===== src/rtl/usr_pkg.sv =====
// Shared definitions for the universal shift register: MODE encodings.
package usr_pkg;
    localparam int MODE_W = 3;

    localparam logic [MODE_W-1:0] MODE_HOLD = 3'b000;
    localparam logic [MODE_W-1:0] MODE_SHR  = 3'b001;
    localparam logic [MODE_W-1:0] MODE_SHL  = 3'b010;
    localparam logic [MODE_W-1:0] MODE_LOAD = 3'b011;
    localparam logic [MODE_W-1:0] MODE_ROR  = 3'b100;
    localparam logic [MODE_W-1:0] MODE_ROL  = 3'b101;
endpackage


===== src/rtl/universal_shift_register_if.sv =====
// Control/data bundle of the universal shift register; master drives controls, slave is the register.
interface universal_shift_register_if #(
    parameter int WIDTH = 8,
    parameter int CNT_W = $clog2(WIDTH + 1)
);
    import usr_pkg::*;

    logic                PRE;
    logic                EN;
    logic [MODE_W-1:0]   MODE;
    logic [WIDTH-1:0]    D;
    logic                SI_R;
    logic                SI_L;
    logic [WIDTH-1:0]    Q;
    logic [WIDTH-1:0]    Q_N;
    logic                SO_R;
    logic                SO_L;
    logic [CNT_W-1:0]    CNT;
    logic                DONE;

    modport master (
        output PRE, EN, MODE, D, SI_R, SI_L,
        input  Q, Q_N, SO_R, SO_L, CNT, DONE
    );

    modport slave (
        input  PRE, EN, MODE, D, SI_R, SI_L,
        output Q, Q_N, SO_R, SO_L, CNT, DONE
    );
endinterface


===== src/rtl/usr_shift_counter.sv =====
// Saturating count of shifts since the last load/preset, with a one-cycle DONE pulse on reaching WIDTH.
module usr_shift_counter #(
    parameter int WIDTH = 8,
    parameter int CNT_W = $clog2(WIDTH + 1)
) (
    input  logic             CLK,
    input  logic             CLR,
    input  logic             i_clear,
    input  logic             i_step,
    input  logic             i_enable,
    output logic [CNT_W-1:0] o_cnt,
    output logic             o_done
);
    localparam logic [CNT_W-1:0] FULL = CNT_W'(WIDTH);

    logic [CNT_W-1:0] r_cnt;
    logic             r_done;

    always_ff @(posedge CLK or negedge CLR) begin
        if (!CLR) begin
            r_cnt  <= '0;
            r_done <= 1'b0;
        end else if (i_clear) begin
            r_cnt  <= '0;
            r_done <= 1'b0;
        end else if (i_enable && i_step) begin
            if (r_cnt != FULL) begin
                r_cnt <= r_cnt + 1'b1;
            end
            // Only the WIDTH-1 -> WIDTH transition pulses; saturated shifts stay quiet.
            r_done <= (r_cnt == FULL - 1'b1);
        end else begin
            r_done <= 1'b0;
        end
    end

    assign o_cnt  = r_cnt;
    assign o_done = r_done;
endmodule


===== src/rtl/universal_shift_register.sv =====
// WIDTH-bit load/shift/rotate register with async clear and sync preset.
// Rotate modes exist only when USR_ROTATE_EN is defined; otherwise 100/101 decode as hold.
module universal_shift_register
    import usr_pkg::*;
#(
    parameter int WIDTH = 8,
    parameter int CNT_W = $clog2(WIDTH + 1)
) (
    input  logic                         CLK,
    input  logic                         CLR,
    universal_shift_register_if.slave    bus
);
    logic [WIDTH-1:0] r_q;
    logic [WIDTH-1:0] w_q_next;
    logic             w_step;
    logic             w_clear;
    logic [CNT_W-1:0] w_cnt;
    logic             w_done;

    always_comb begin
        w_q_next = r_q;
        w_step   = 1'b0;
        case (bus.MODE)
            MODE_SHR: begin
                w_q_next = {bus.SI_R, r_q[WIDTH-1:1]};
                w_step   = 1'b1;
            end
            MODE_SHL: begin
                w_q_next = {r_q[WIDTH-2:0], bus.SI_L};
                w_step   = 1'b1;
            end
            MODE_LOAD: w_q_next = bus.D;
`ifdef USR_ROTATE_EN
            MODE_ROR: begin
                w_q_next = {r_q[0], r_q[WIDTH-1:1]};
                w_step   = 1'b1;
            end
            MODE_ROL: begin
                w_q_next = {r_q[WIDTH-2:0], r_q[WIDTH-1]};
                w_step   = 1'b1;
            end
`endif
            default: w_q_next = r_q;
        endcase
    end

    // Preset beats EN; a load only restarts the count when it actually executes.
    assign w_clear = !bus.PRE || (bus.EN && (bus.MODE == MODE_LOAD));

    always_ff @(posedge CLK or negedge CLR) begin
        if (!CLR) begin
            r_q <= '0;
        end else if (!bus.PRE) begin
            r_q <= '1;
        end else if (bus.EN) begin
            r_q <= w_q_next;
        end
    end

    usr_shift_counter #(
        .WIDTH (WIDTH),
        .CNT_W (CNT_W)
    ) u_cnt (
        .CLK      (CLK),
        .CLR      (CLR),
        .i_clear  (w_clear),
        .i_step   (w_step),
        .i_enable (bus.EN),
        .o_cnt    (w_cnt),
        .o_done   (w_done)
    );

    assign bus.Q    = r_q;
    assign bus.Q_N  = ~r_q;
    assign bus.SO_R = r_q[0];
    assign bus.SO_L = r_q[WIDTH-1];
    assign bus.CNT  = w_cnt;
    assign bus.DONE = w_done;
endmodule


===== src/flat_wrapper.sv =====
// flat-port wrapper written by rule: the top's interface ports become plain ports
module universal_shift_register_flat import usr_pkg::*;
#(
    parameter int WIDTH = 8,
    parameter int CNT_W = $clog2(WIDTH + 1)
)
  (CLK, CLR, bus_PRE, bus_EN, bus_MODE, bus_D, bus_SI_R, bus_SI_L, bus_Q, bus_Q_N, bus_SO_R, bus_SO_L, bus_CNT, bus_DONE);
  universal_shift_register_if #(.WIDTH(WIDTH), .CNT_W(CNT_W)) bus_i ();
  input  logic CLK;
  input  logic CLR;
  input wire logic [$bits(bus_i.PRE)-1:0] bus_PRE;
  input wire logic [$bits(bus_i.EN)-1:0] bus_EN;
  input wire logic [$bits(bus_i.MODE)-1:0] bus_MODE;
  input wire logic [$bits(bus_i.D)-1:0] bus_D;
  input wire logic [$bits(bus_i.SI_R)-1:0] bus_SI_R;
  input wire logic [$bits(bus_i.SI_L)-1:0] bus_SI_L;
  output wire logic [$bits(bus_i.Q)-1:0] bus_Q;
  output wire logic [$bits(bus_i.Q_N)-1:0] bus_Q_N;
  output wire logic [$bits(bus_i.SO_R)-1:0] bus_SO_R;
  output wire logic [$bits(bus_i.SO_L)-1:0] bus_SO_L;
  output wire logic [$bits(bus_i.CNT)-1:0] bus_CNT;
  output wire logic [$bits(bus_i.DONE)-1:0] bus_DONE;
  assign bus_i.PRE = bus_PRE;
  assign bus_i.EN = bus_EN;
  assign bus_i.MODE = bus_MODE;
  assign bus_i.D = bus_D;
  assign bus_i.SI_R = bus_SI_R;
  assign bus_i.SI_L = bus_SI_L;
  assign bus_Q = bus_i.Q;
  assign bus_Q_N = bus_i.Q_N;
  assign bus_SO_R = bus_i.SO_R;
  assign bus_SO_L = bus_i.SO_L;
  assign bus_CNT = bus_i.CNT;
  assign bus_DONE = bus_i.DONE;
  universal_shift_register #(.WIDTH(WIDTH), .CNT_W(CNT_W)) u_core (.CLK(CLK), .CLR(CLR), .bus(bus_i));
endmodule

===== config.mk =====
export PLATFORM = sky130hd
export DESIGN_NAME = universal_shift_register_flat
export DESIGN_NICKNAME = d
export VERILOG_FILES = /design/src/rtl/usr_pkg.sv /design/src/rtl/universal_shift_register_if.sv /design/src/rtl/usr_shift_counter.sv /design/src/rtl/universal_shift_register.sv /design/src/flat_wrapper.sv
export SDC_FILE = /design/constraint.sdc
export NUM_CORES = 1
export LEC_CHECK = 0
export CAP_MARGIN = 30
export CORE_MARGIN = 2
export CORE_UTILIZATION = 42
export CTS_CLUSTER_SIZE = 12
export DETAILED_ROUTE_END_ITERATION = 12
export GPL_TIMING_DRIVEN = 0
export PLACE_DENSITY = 0.93
export SYNTH_ARGS = -nofsm -noshare
export SYNTH_HDL_FRONTEND = slang
export SYNTH_SLANG_ARGS = --single-unit

===== constraint.sdc =====
create_clock -name CLK -period 2.8 [get_ports CLK]
set_clock_uncertainty 0.1 [all_clocks]
set_input_delay 0.84 -clock CLK [delete_from_list [all_inputs] [get_ports CLK]]
set_output_delay 0.84 -clock CLK [all_outputs]
set_load 0.01 [all_outputs]

# Word-level counts from Yosys, hierarchy flattened
# Index checks and enable logic that the tools add are counted.
# Widths: inputs -> output; s select.
[totals]
output_inout_bits = 23
input_bits = 17
regBits = 13
[classes]
eq_ne = 7
bitwise_logic = 1
muxes = 9
n_addsub = 1
n_reduce_logical = 9
[op_table]
columns = ["operator", "n"]
rows = [
  ["$pmux 8 s3", 1],
  ["$mux 8", 2],
  ["$mux 4", 3],
  ["$not 8->8", 1],
  ["$eq 3x2->1 const B", 2],
  ["$add 4x1->4 const B", 1],
  ["$eq 4x3->1 const B", 1],
  ["$ne 4x1->1 const B", 1],
  ["$ne 4x4->1 const B", 1],
  ["$reduce_and 2->1", 2],
  ["$reduce_bool 2->1", 2],
  ["$eq 3x1->1 const B", 1],
  ["$mux 1", 3],
  ["$logic_and 1x1->1", 2],
  ["$ne 2x1->1 const B", 1],
  ["$reduce_or 2->1", 1],
  ["$logic_not 1->1", 1],
  ["$logic_or 1x1->1", 1],
]

# Longest topological paths before layout
[logic_depth]
word_depth = 6
ltp_mapped = 6

# By module
# A second synthesis with hierarchy kept.
[hier_totals]
cells_unflattened = 100
area_unflattened_um2 = 895.9
[by_module_without_submodules]
columns = ["mod", "instances", "cells_per_inst", "seq_area_each_um2", "area_each_um2"]
rows = [
  ["universal_shift_register", 1, 71, 200.2, 596.8],
  ["usr_shift_counter", 1, 29, 125.1, 299.0],
]

# Worst setup path before layout
# OpenSTA, ideal clock, no wires.
[synth_timing]
kind = "input-to-reg"
from = "in bus_MODE[0]"
to = "reg u_core.u_cnt.r_cnt[2] (netlist: u_core.u_cnt.o_cnt[2])"
t_required_ns = 2.580
path_stages = 5
setup_time_ns = 0.120
path_buffers = 1
arrival_ns = 1.794
slack_ns = 0.786
path_cell_list = "buf_4 -> xnor2_2 -> nor4_4 -> a211oi_1 -> a31o_1"
[synth_via]
elab_chain_cells = 6
word_cells_on_any_way = 12
[synth_lines]
columns = ["item", "line", "text"]
rows = [
  ["start, declared", "flat_wrapper.sv:13", "input wire logic [$bits(bus_i.MODE)-1:0] bus_MODE;"],
  ["$eq 3x1->1 / $eq 3x2->1 (equally long branches)", "universal_shift_register.sv:23", "case (bus.MODE)"],
  ["$reduce_or 2->1 (no source line)", "--", ""],
  ["$mux 1", "universal_shift_register.sv:23", ""],
  ["$logic_and 1x1->1", "usr_shift_counter.sv:26", "end else if (i_enable && i_step) begin"],
  ["$reduce_bool 2->1 (no source line)", "--", ""],
  ["$reduce_and 2->1 (no source line)", "--", ""],
  ["end signal, assigned", "usr_shift_counter.sv:28", "r_cnt <= r_cnt + 1'b1;"],
  ["end, declared", "usr_shift_counter.sv:16", "logic [CNT_W-1:0] r_cnt;"],
]
# Parallel ways exist; a longest one is shown, timed or not.
# A chain may end at the register's enable or synchronous reset.

# Worst setup path in the final report
[layout_timing]
from = "in bus_MODE[2]"
to = "reg u_core.u_cnt.r_cnt[2] (netlist: u_core.u_cnt.o_cnt[2])"
# Same word-level chain as after synthesis.

==> out/qor.yml <==
setup_viol: 0
synthToLayoutAreaGrowth_pct: 54.0
core_um2: 1760
power.share.combinational_pct: 30.8
required_ps: 2870
dp_hpwl_um: 1760
post_cts_buffers: 0
cp_data_arrival_time_ps: 2460
initial_core_util_pct: 46.0
post-route-drc-count: 0
finalCritPeriodShare_pct: 85.3
ys.flop_type: "dfrtp_1"
synth_mux_area_share_pct: 2.47
totalWireLength_um: 2250
r2r_start: "u_core.u_cnt.o_cnt[0]"
cts_tree: "yes"
grt_max_degree: 14
cts_hold_buf: 0
post-place-ws_ps: 163
synth_edf_count: 0
dp_cells: 160
hold_depth: 2
p_sw_mw: 0.137
via_count: 817
place.gp.congestion: 0.813
grt_use_met2_pct: 38.4
synth_compound_area_share_pct: 20.1
r2r_end: "u_core.u_cnt.o_cnt[2]"
syn-mean-instance-area_um2: 8.36
cts_sinks: 13
ios: 40
outcome: "completed"
diodes: 0
portBuffers: 38
p_int_mw: 0.333
synth_top_family_by_area: "simple AND/OR/NAND/NOR gates"
grt_overflow: 0
drtIter0Drc: 11
dr.pass1.iters: 4
p_seq_share_pct: 44.8
end_kind: "flop"
h-tree-depth: 1
final_cell_count_no_fill: 164
ys_ff_latch: 13
grt_util_met3_pct: 7.92
ys_seq_area_share_pct: 40.1
setup_ws_ps: 411
nNetsFinal: 159
worstHoldEndpoint: "u_core.bus.Q[1]"
clkPwrFrac_pct: 24.4
rsz0062_at_grt: "false"
powerDensity_nw_per_um2: 376
synthSimpleGateAreaFrac_pct: 20.1
max_slew.worst_pin.slew_ps: 632
cts_buffer_depth: 2
die-area_um2: 2300
fill_cells: 146
drt.antenna.violating_nets: 0
cts_buffers: 3
die_w_um: 47.9
cts_resized: 0
vias_per_cell: 4.98
synthXorXnorAreaFrac_pct: 4.17
drv_cap: 0
layout_commonest_cell: "clkdlybuf4s50_1"
grt_util_met1_pct: 26.3
rrSetupSlack_ps: 1110
synthAdderAreaFrac_pct: 3.09
grt_antenna_before_repair: 0
path_max_fanout: 5
min_period_ps: 2390
root_buffer: "clkbuf_4"
top_usage_layer: "met2"
ys_types: 26
slew_headroom_pct: 57.4
timing.fmax_ghz: 0.419
criticalPathCategory: "in -> reg"
hold_viol_final: 0
cp-start-kind: "input pin"
maxSlewViolCount: 0
hp-class: "reg -> reg"
synthArstFlopShare_pct: 100
syn_area_um2: 811
power_switching_share_pct: 29.1
final_cell_mix: "clkdlybuf4s50_1, nor2_1, dfrtp_1"
drive_gt1_share_pct: 7.91
rows: 15
syn_nets: 116
track_usage_pct: 23.0
ys_warn_count: 0
ff2ff_path_depth: 6
leakagePower_nw: 0.536
wl_per_cell_um: 13.7
grt_pass1_wl_um: 3620
clock_latency_ps: 280
synth_cells: 97
final.setup.tns_ps: 0
first_global_vias: 829
max-vdd-ir-drop_v: 0.000255
dieHeight_um: 47.9
path_clk_slew_ps: 70
hp-start: "u_core.bus.Q[1]"
==> worst max-delay path by stage <==
stage,start,slack [ps],cells after the start,endpoint
global route,bus_MODE[1],330,7,u_core.bus.Q[2]
floorplan,bus_MODE[0],790,5,u_core.u_cnt.o_cnt[2]
global placement,bus_MODE[1],220,7,u_core.bus.Q[2]
CTS,bus_MODE[1],460,7,u_core.bus.Q[2]
detailed placement,bus_MODE[1],160,7,u_core.bus.Q[2]
finish,bus_MODE[2],410,5,u_core.u_cnt.o_cnt[2]
==> power groups by stage <==
stage | registers [mW] | clock network [mW] | logic, mW
after floorplan | 0.217 | 0 | 0.0584
final | 0.211 | 0.115 | 0.145
after detailed placement | 0.214 | 0 | 0.144
after global routing | 0.213 | 0.126 | 0.159
after global placement | 0.213 | 0 | 0.141
after CTS | 0.210 | 0.119 | 0.146
==> per-stage QoR <==
| step | hold slack [ps] | power, mW | instance area [µm²] | util [%] |
|---|---|---|---|---|
| finish | 492 | 0.470 | 1250 | 70.8 |
| global route | 529 | 0.498 | 1250 | 70.8 |
| CTS | 493 | 0.475 | 1250 | 70.8 |
| detailed placement | 476 | 0.358 | 1220 | 69.3 |
| global placement | 468 | 0.354 | 1220 | 69.3 |
| floorplan | 444 | 0.275 | 811 | - |
==> final cells by class <==
cell class	instances	area [µm²]	area share (%)
flip-flops and latches	13	325	26.1
plain buffers	7	40.0	3.21
clock buffers	4	26.3	2.10
inverters	11	41.3	3.31
well taps	25	31.3	2.51
multi-input cells	66	404	32.4
repair buffers	38	380	30.5
==> critical path, stage by stage <==
cell	delay (ps)
clkdlybuf4s50_1	500
nand2b_1	230
o21ai_0	540
nor2_1	110
a31o_1	240
==> registers in the layout, indices dropped and copies added (netlist names) <==
register             count
u_core.bus.Q             8
u_core.u_cnt.o_cnt       4
u_core.u_cnt.o_done      1
==> logic make-up (layout without fill, tap and decap cells) <==
| logic type | count (synthesis) | count (layout) |
|---|---|---|
| and+or+nand+nor | 32 | 32 |
| AOI/OAI and AO/OA | 27 | 27 |
| buffers and inverters | 18 | 60 |
| DFF | 13 | 13 |
| xor gates and xnor gates | 3 | 3 |
| adders and majority gates | 2 | 2 |
| muxes | 2 | 2 |
==> Yosys cell counts (2+ instances only) <==
cell      number  area (µm²)
dfrtp_1       13         325
nor2_1        13        48.8
inv_1         11        41.3
nand2_1        9        33.8
o21ai_0        9        45.0
a21oi_1        8        40.0
o211ai_1       7        52.6
buf_4          3        22.5
buf_2          2        10.0
clkbuf_1       2        7.51
ha_1           2        25.0
mux2i_1        2        20.0
nor2b_1        2        12.5
xnor2_1        2        17.5
==> per-layer routing <==
metal	routed length, µm	part of all wire, %
met4	38	1.7
met2	1200	53
met1	899	40
met3	111	4.9
met5	0	0
No activity file was read; power rests on OpenSTA's default activity.
